$ cat src/rtl/csr_trap_seq.sv
// rtl/csr_trap_seq.sv - machine-mode trap entry / mret CSR sequencer with core CSR port arbitration
module csr_trap_seq #(
   parameter int CAUSE_W   = 4,
   parameter int EPC_ALIGN = 1
) (
   input  logic               clk_i,
   input  logic               rst_i,
   input  logic               trap_valid_i,
   input  logic [CAUSE_W-1:0] trap_cause_i,
   input  logic [31:0]        trap_pc_i,
   input  logic               mret_valid_i,
   input  logic               core_en_i,
   input  logic [1:0]         core_op_i,
   input  logic [11:0]        core_addr_i,
   input  logic [31:0]        core_wdata_i,
   output logic [31:0]        core_rdata_o,
   output logic               core_stall_o,
   output logic               csr_en_o,
   output logic [1:0]         csr_op_o,
   output logic [11:0]        csr_addr_o,
   output logic [31:0]        csr_wdata_o,
   input  logic [31:0]        csr_rdata_i,
   output logic               busy_o,
   output logic               redirect_valid_o,
   output logic [31:0]        redirect_pc_o
);

   typedef enum logic [3:0] {
      IDLE, T_EPC, T_CAUSE, T_MIE, T_MPIE, T_VEC,
      M_RD, M_MIE, M_MPIE, M_EPC, DONE
   } state_t;

   localparam logic [1:0]  OP_RW      = 2'b01;
   localparam logic [1:0]  OP_RS      = 2'b10;
   localparam logic [1:0]  OP_RC      = 2'b11;
   localparam logic [11:0] A_MSTATUS  = 12'h300;
   localparam logic [11:0] A_MTVEC    = 12'h305;
   localparam logic [11:0] A_MEPC     = 12'h341;
   localparam logic [11:0] A_MCAUSE   = 12'h342;
   localparam logic [31:0] MIE_BIT    = 32'h0000_0008;
   localparam logic [31:0] MPIE_BIT   = 32'h0000_0080;

   state_t             state_q, state_d;
   logic [CAUSE_W-1:0] cause_q;
   logic [31:0]        pc_q;
   logic               mie_q;
   logic               mpie_q;
   logic [31:0]        redirect_pc_q;
   logic [31:0]        epc_wdata;

   assign epc_wdata        = (EPC_ALIGN != 0) ? {pc_q[31:1], 1'b0} : pc_q;
   assign busy_o           = (state_q != IDLE);
   assign redirect_valid_o = (state_q == DONE);
   assign redirect_pc_o    = redirect_pc_q;

   always_comb begin
      state_d      = state_q;
      csr_en_o     = 1'b0;
      csr_op_o     = 2'b00;
      csr_addr_o   = 12'h000;
      csr_wdata_o  = 32'h0;
      core_rdata_o = 32'h0;
      core_stall_o = core_en_i;
      case (state_q)
         IDLE: begin
            if (trap_valid_i) begin
               state_d = T_EPC;
            end else if (mret_valid_i) begin
               state_d = M_RD;
            end else begin
               // The port is free: hand the pipeline request straight through.
               core_stall_o = 1'b0;
               if (core_en_i) begin
                  csr_en_o     = 1'b1;
                  csr_op_o     = core_op_i;
                  csr_addr_o   = core_addr_i;
                  csr_wdata_o  = core_wdata_i;
                  core_rdata_o = csr_rdata_i;
               end
            end
         end
         T_EPC: begin
            csr_en_o = 1'b1; csr_op_o = OP_RW; csr_addr_o = A_MEPC;
            csr_wdata_o = epc_wdata;
            state_d = T_CAUSE;
         end
         T_CAUSE: begin
            csr_en_o = 1'b1; csr_op_o = OP_RW; csr_addr_o = A_MCAUSE;
            csr_wdata_o = {{(32-CAUSE_W){1'b0}}, cause_q};
            state_d = T_MIE;
         end
         T_MIE: begin
            csr_en_o = 1'b1; csr_op_o = OP_RC; csr_addr_o = A_MSTATUS;
            csr_wdata_o = MIE_BIT;
            state_d = T_MPIE;
         end
         T_MPIE: begin
            csr_en_o = 1'b1; csr_op_o = mie_q ? OP_RS : OP_RC; csr_addr_o = A_MSTATUS;
            csr_wdata_o = MPIE_BIT;
            state_d = T_VEC;
         end
         T_VEC: begin
            csr_en_o = 1'b1; csr_op_o = OP_RS; csr_addr_o = A_MTVEC;
            state_d = DONE;
         end
         M_RD: begin
            csr_en_o = 1'b1; csr_op_o = OP_RS; csr_addr_o = A_MSTATUS;
            state_d = M_MIE;
         end
         M_MIE: begin
            csr_en_o = 1'b1; csr_op_o = mpie_q ? OP_RS : OP_RC; csr_addr_o = A_MSTATUS;
            csr_wdata_o = MIE_BIT;
            state_d = M_MPIE;
         end
         M_MPIE: begin
            csr_en_o = 1'b1; csr_op_o = OP_RS; csr_addr_o = A_MSTATUS;
            csr_wdata_o = MPIE_BIT;
            state_d = M_EPC;
         end
         M_EPC: begin
            csr_en_o = 1'b1; csr_op_o = OP_RS; csr_addr_o = A_MEPC;
            state_d = DONE;
         end
         DONE:    state_d = IDLE;
         default: state_d = IDLE;
      endcase
   end

   always_ff @(posedge clk_i) begin
      if (rst_i) begin
         state_q       <= IDLE;
         cause_q       <= '0;
         pc_q          <= 32'h0;
         mie_q         <= 1'b0;
         mpie_q        <= 1'b0;
         redirect_pc_q <= 32'h0;
      end else begin
         state_q <= state_d;
         case (state_q)
            IDLE: begin
               if (trap_valid_i) begin
                  cause_q <= trap_cause_i;
                  pc_q    <= trap_pc_i;
               end
            end
            T_MIE:   mie_q         <= csr_rdata_i[3];
            T_VEC:   redirect_pc_q <= {csr_rdata_i[31:2], 2'b00};
            M_RD:    mpie_q        <= csr_rdata_i[7];
            M_EPC:   redirect_pc_q <= csr_rdata_i;
            default: ;
         endcase
      end
   end

endmodule

$ cat config.mk
export PLATFORM = sky130hd
export DESIGN_NAME = csr_trap_seq
export DESIGN_NICKNAME = d
export VERILOG_FILES = /design/src/rtl/csr_trap_seq.sv
export SDC_FILE = /design/constraint.sdc
export NUM_CORES = 1
export LEC_CHECK = 0
export BUFFER_PORTS_ARGS = -buffer_cell sky130_fd_sc_hd__buf_4
export CORE_MARGIN = 5
export CORE_UTILIZATION = 25
export DETAILED_ROUTE_END_ITERATION = 8
export PLACE_DENSITY_LB_ADDON = 0.2
export SLEW_MARGIN = 20
export SYNTH_ARGS = -nofsm -noshare
export SYNTH_HDL_FRONTEND = slang
export SYNTH_SLANG_ARGS = --single-unit
$ cat constraint.sdc
create_clock -name clk_i -period 2.2 [get_ports clk_i]
set_input_delay 0.22 -clock clk_i [delete_from_list [all_inputs] [get_ports clk_i]]
set_output_delay 0.22 -clock clk_i [all_outputs]
set_load 0.02 [all_outputs]
==> results of run 1 <==
-- cell type report --
cell class	instances	area (um^2)	area share
clock buffer	11	243	0.0376
clock inverter	5	103	0.0159
inverter	5	18.8	0.00290
multi-input combinational	331	2220	0.343
sequential	73	1460	0.227
tap	188	235	0.0364
timing repair buffer	249	2180	0.338
-- path summary, 6_finish.rpt --
check                      to              from
min          redirect_pc_o[0]    csr_rdata_i[0]
max reg2reg        state_q[2]        state_q[2]
max               csr_op_o[0]        state_q[1]
min reg2reg  redirect_pc_o[8]  redirect_pc_o[8]
-- cell usage in the layout, fill, tap and decap left out, types with 5 or more instances in the layout --
cell and count:
buf_4 183, dfxtp_1 71, nand2b_1 65, buf_6 60
o21ai_0 40, a21oi_1 38, nand3_1 36, and2_1 33
mux2i_1 31, a22o_1 30, clkbuf_16 10, nor2_1 7
and2_4 6, o2bb2ai_1 6, nor2b_1 5
-- per-stage QoR --
step	total power, mW	utilization	hold WS, ns
floorplan	2.43	-	0.337
finish	4.91	0.427	0.128
detailed placement	3.10	0.380	0.466
global route	5.17	0.427	0.120
CTS	4.88	0.411	0.111
global placement	3.08	0.380	0.460
-- state kept, by name, summed over array words and instances, names as in the netlist --
register	count
state_q	4
mpie_q	1
redirect_pc_o	32
cause_q	4
pc_q	31
mie_q	1
-- worst max-delay path, cell delays in order, from the launching register on --
cell	delay (ns)
dfxtp_2	0.33
buf_4	0.19
or4b_2	0.69
a21oi_2	0.18
a221o_1	0.15
buf_6	0.12
-- cell families (layout without fill, tap and decap cells) --
group,count (synthesis),count (layout)
AOI/OAI and AO/OA,130,130
xor gates and xnor gates,1,1
buffers and inverters,51,270
DFF,73,73
muxes,31,31
and+or+nand+nor,169,169
-- cell usage after synthesis (all sizes together), types with 2 or more instances --
master | instances | area share
a221o | 2 | 0.0052
buf | 8 | 0.010
a21o | 2 | 0.0039
or2 | 2 | 0.0033
nor2 | 7 | 0.0068
and2 | 39 | 0.063
mux2i | 31 | 0.081
o2bb2ai | 6 | 0.014
a22oi | 2 | 0.0039
nor3 | 5 | 0.0065
inv | 5 | 0.0049
dfxtp | 73 | 0.38
a22o | 30 | 0.068
clkbuf | 38 | 0.037
nor2b | 5 | 0.0081
o21ai | 40 | 0.052
a21oi | 39 | 0.051
nand2b | 65 | 0.11
a32o | 2 | 0.0052
nor4 | 2 | 0.0072
nand3 | 36 | 0.047
nand2 | 3 | 0.0029
-- metal layers --
| metal | wire length, um | up-vias | global-route usage |
|---|---|---|---|
| met5 | 0 | - | 0 |
| met4 | 203 | 0 | 0.0491 |
| met3 | 1370 | 12 | 0.0495 |
| met2 | 6740 | 181 | 0.243 |
| met1 | 5970 | 1927 | 0.184 |
| li1 | - | 2028 | - |
-- power by group through the flow --
stage	Clock [mW]	Combinational (mW)	Sequential, mW
after floorplan	0	0.881	1.55
after global placement	0	1.54	1.54
after detailed placement	0	1.56	1.54
after CTS	1.76	1.61	1.51
after global routing	1.81	1.84	1.53
final	1.70	1.69	1.51
-- what timing repair did --
item / CTS / global route
cloned: 1 / 1
gates resized for setup: 26 / 56
pin swaps: 9 / 1
buffers inserted: 1 / 1
setup endpoints to repair: 80 / 80
==> impl_metrics.json, run 1 <==
{
  "worst_slack_ns": -0.00595,
  "syn2layout_area_growth_pct": 68.2,
  "violations": "negative setup slack",
  "timing.final.crit_share": 1.00,
  "fin_nets": 788,
  "hold_class": "in2reg",
  "start_util": 0.254,
  "fmax_mhz": 453,
  "hold_buffers": 0,
  "fillCellCount": 1480,
  "clock_latency_ns": 0.33,
  "synth_compound_area_frac": 0.218,
  "critPathRequiredTime_ns": 1.98,
  "async_flop_share": 0,
  "num_io_pins": 233,
  "die_w_um": 134,
  "synth_top_family_by_area": "simple AND/OR/NAND/NOR gates",
  "drt-pass1-iter-count": 4,
  "grt_pass1_wl_mm": 21.6,
  "dp_cells": 842,
  "totalWireLength_mm": 14.3,
  "intPower_mw": 3.36,
  "slew_headroom": 0.551,
  "pwr-share-comb": 0.345,
  "synth_cell_types": 37,
  "fin_area_um2": 6460,
  "dp_slack_ns": 0.225,
  "drc_errors": 0,
  "avgSynthCellArea_um2": 8.44,
  "antenna_cells": 0,
  "drt-vias-per-instance": 4.81,
  "worstSetupPathType": "reg2out",
  "p_per_area_nw_per_um2": 759,
  "cts_buffers": 9,
  "status": "complete, but fails checks",
  "dpl.hpwl_mm": 9.94,
  "skew_ns": 0.00450,
  "reg2reg_depth": 6,
  "syn_nets": 574,
  "synthSimpleGateAreaFrac": 0.266,
  "cts_tree": "built",
  "clk_pin_slew_ns": 0.06,
  "vias": 4148,
  "swShare": 0.315,
  "rsz0062_at_grt": "yes",
  "fin_tns_setup_ns": -0.00595,
  "io_buffers": 231,
  "setup_viol": 1,
  "cp_max_fo": 18,
  "ys.flop_type": "dfxtp_1",
  "yosysWarnings": 0,
  "cap_violations": 0,
  "synthXorXnorAreaFrac": 0.00228,
  "hold_viol_final": 0,
  "vdd_drop_max_v": 0.000393,
  "die_y_um": 134,
  "netSwitchingPower_mw": 1.55,
  "clock-sinks": 73,
  "root_buffer": "clkbuf_16",
  "drv_slew": 0,
  "wl_per_cell_um": 16.6,
  "grtUsageTotal": 0.149,
  "rows": 45,
  "end_kind": "primary output",
  "cts_buffer_depth": 2,
  "clkPwrFrac": 0.346,
  "grt_pass1_vias": 4185,
  "p_leak_nw": 2.77,
  "synthCells": 455,
  "hold_path_depth": 2,
  "synth_area_um2": 3840,
  "gp_congestion": 0.764,
  "dpl_cell_area_um2": 5760,
  "gr-total-overflow": 0,
  "muxShareOfSynthArea": 0.0808,
  "layoutNonFillerInstCount": 862,
  "regToRegSetupSlack_ns": 0.59,
  "synth_edf_count": 0,
  "postRouteAntennaNets": 0,
  "period_minus_slack_ns": 2.21,
  "tightest_slew_ns": 0.674,
  "ys_seq_elements": 73,
  "initialDrtViolationCount": 150,
  "cts_htree_levels": 3,
  "die-area_um2": 17900,
  "power_frac_seq": 0.309,
  "antenna_found_initial": 0,
  "grt_max_degree": 85,
  "coreArea_um2": 15100,
  "setup.worst_path.start_class": "flop",
  "arrival_ns": 1.99,
  "synth_fa_ha_area_frac": 0,
  "drive_above_1_share": 0.423,
  "ys_seq_area_frac": 0.380
}
Power figures use the tool's default switching activity.
==> inputs of run 2 (changes only) <==
--- a/config.mk
+++ b/config.mk
@@ -5,7 +5,9 @@
 export SDC_FILE = /design/constraint.sdc
 export NUM_CORES = 1
 export LEC_CHECK = 0
+export ABC_AREA = 1
 export BUFFER_PORTS_ARGS = -buffer_cell sky130_fd_sc_hd__buf_4
+export CAP_MARGIN = 20
 export CORE_MARGIN = 5
 export CORE_UTILIZATION = 25
 export DETAILED_ROUTE_END_ITERATION = 8
==> run 2 against run 1 <==
  * The flow now finishes without violations
  * Synthesized area down 5.9%
  * Global-route usage fell by 0.37 points
  * Via count is 0.34% higher
  * Utilization shrank 1.7 points
  * Count of clock-buffer cells in the layout grew 2
  * Sequential share of layout area up 2.2 points
==> impl_metrics.json, run 2 <==
{
  "regToRegSetupSlack_ns": 0.44,
  "crit_path_max_incr_delay_ns": 0.36,
  "worstSetupPathType": "reg2out",
  "rows": 44,
  "clk_pin_slew_ns": 0.06,
  "synth_area_um2": 3620,
  "root_buffer": "clkbuf_16",
  "antenna_cells": 0,
  "slowest_stage": "dfxtp_2",
  "drc_errors": 0,
  "path_buf_inv": 4,
  "fin_nets": 878,
  "synthCells": 538,
  "fmax_mhz": 480,
  "gp_congestion": 0.840,
  "arrival_ns": 1.86,
  "coreArea_um2": 14400,
  "cap_violations": 0,
  "syn_nets": 657,
  "timing.final.crit_share": 0.946,
  "critPathRequiredTime_ns": 1.98,
  "gr-total-overflow": 0,
  "layout_common_cells": "buf_4 (236), nand2_1 (129), inv_1 (84)",
  "vias": 4162,
  "yosysWarnings": 0,
  "io_buffers": 231,
  "wl_per_cell_um": 14.0,
  "holdWs_ns": 0.155,
  "end_kind": "primary output",
  "die_y_um": 130,
  "synth_edf_count": 0,
  "hold_class": "in2reg",
  "fin_tns_setup_ns": 0,
  "ys_seq_area_frac": 0.404,
  "synth_common_cells": "nand2_1 (130), inv_1 (84), a21oi_1 (73), dfxtp_1 (73), nor2_1 (40)",
  "p_leak_nw": 2.85,
  "cp_cell_sequence": "nor2_4 > nand2_2 > inv_4 > nand2_4 > nor2_4 > buf_12 > clkbuf_16 > nand2_1 > o21ai_0 > buf_4",
  "dp_slack_ns": 0.165,
  "cts_tree": "built",
  "hold_viol_final": 0,
  "slew_headroom": 0.494,
  "cts_htree_levels": 3,
  "grt_pass1_vias": 4011,
  "drive_above_1_share": 0.368,
  "tightest_slew_ns": 0.759,
  "vdd_drop_max_v": 0.000461,
  "largest_reg_flops": 32,
  "p_per_area_nw_per_um2": 1050,
  "grtUsageTotal": 0.145,
  "dpl_cell_area_um2": 5470,
  "skew_ns": 0.00550,
  "num_io_pins": 233,
  "layout_commonest_cell": "buf_4",
  "period_minus_slack_ns": 2.08,
  "ys.flop_type": "dfxtp_1",
  "crit_path_start": "state_q[0]",
  "die_w_um": 130,
  "hold_buffers": 0,
  "antenna_found_initial": 0,
  "drv_slew": 0,
  "synth.area.top_cells": "dfxtp_1 (40%), nand2_1 (13%), a21oi_1 (10%)",
  "async_flop_share": 0,
  "status": "completed",
  "dpl.hpwl_mm": 9.53,
  "synth_top_area_frac": 0.404,
  "postRouteAntennaNets": 0,
  "setup_viol": 0,
  "syn2layout_area_growth_pct": 62.7,
  "min_from": "trap_pc_i[29]",
  "totalWireLength_mm": 13.3,
  "initialDrtViolationCount": 134,
  "register_area_um2": 1460,
  "drt-pass1-iter-count": 4,
  "drt-vias-per-instance": 4.39,
  "r2r_start": "state_q[2]",
  "cts_buffers": 9,
  "grt_max_degree": 74,
  "fillCellCount": 1520,
  "fin_util": 0.409,
  "synth.largest_area_cell": "dfxtp_1",
  "cts_buffer_depth": 2,
  "clock-sinks": 73,
  "post-synth-top-count-cell": "nand2_1",
  "rsz0062_at_grt": "no",
  "avgSynthCellArea_um2": 6.72,
  "start_util": 0.252,
  "die-area_um2": 17000,
  "grt_pass1_wl_mm": 19.3,
  "ys_seq_elements": 73,
  "path_delay_family": "buffers and inverters",
  "cp_max_fo": 10,
  "fin_area_um2": 5880,
  "setup.worst_path.start_class": "flop",
  "worst_path_most_repeated_cell": "nor2_4",
  "multi_input_area_um2": 1670,
  "clock_latency_ns": 0.33,
  "worst_slack_ns": 0.118,
  "synth_cell_types": 23
}
==> run 2: cell count changes after synthesis, sizes merged, moves of 34 or more <==
cell    before  now
a21oi       39   73
and2        39    0
inv          5   88
nand2        3  133
nand2b      65    0
nor2         7   55
o21bai       0   34
==> run 2: routing by layer <==
metal  part of all wire  vias to the layer above  global-route usage
met5                  0                        -                   0
met4              0.012                        0              0.0446
met3               0.12                       11              0.0577
met2               0.48                      184               0.255
met1               0.39                     1849               0.160
li1                   -                     2118                   -
==> run 2: layout make-up <==
class                      instances  area share
clock buffer                      13      0.0425
clock inverter                     3     0.00681
inverter                          88      0.0574
multi-input combinational        345       0.283
sequential                        73       0.249
tap                              184      0.0391
timing repair buffer             242       0.322
==> run 2: final timing paths <==
check,endpoint,depth (start not counted)
worst max-delay path,csr_wdata_o[29],10
worst min register to register,pc_q[19],2
worst max register to register,redirect_pc_o[24],7
worst min-delay path,pc_q[29],3
==> run 2: cell families after synthesis <==
kind of cell    count (synthesis)  share of synthesized area
simple gates                  203                      0.234
compound gates                142                      0.222
buf+inv                       120                      0.140
flops                          73                      0.404
==> run 2: what timing repair did <==
item                       4_1_cts  5_1_grt
setup endpoints to repair       39       62
gates resized for setup          1        7
setup buffers                    0        3
cloned                           0        3
pin swaps                        0        2
==> run 2: metrics by stage <==
| step | instances | total power [mW] |
|---|---|---|
| after floorplan | 538 | 3.52 |
| after global placement | 926 | 4.65 |
| after detailed placement | 926 | 4.69 |
| after CTS | 942 | 6.19 |
| after global routing | 948 | 6.66 |
| final | 948 | 6.19 |
==> run 2: report_power, final <==
group / total, mW / internal [mW] / switching [mW]
combinational: 2.96 / 1.15 / 1.81
sequential: 1.79 / 1.65 / 0.139
clock: 1.45 / 0.906 / 0.542
==> run 2: tightest hold or removal path: stages <==
cell and delay, ns:
buf_4 0.08, o21bai_1 0.06, a21oi_1 0.10
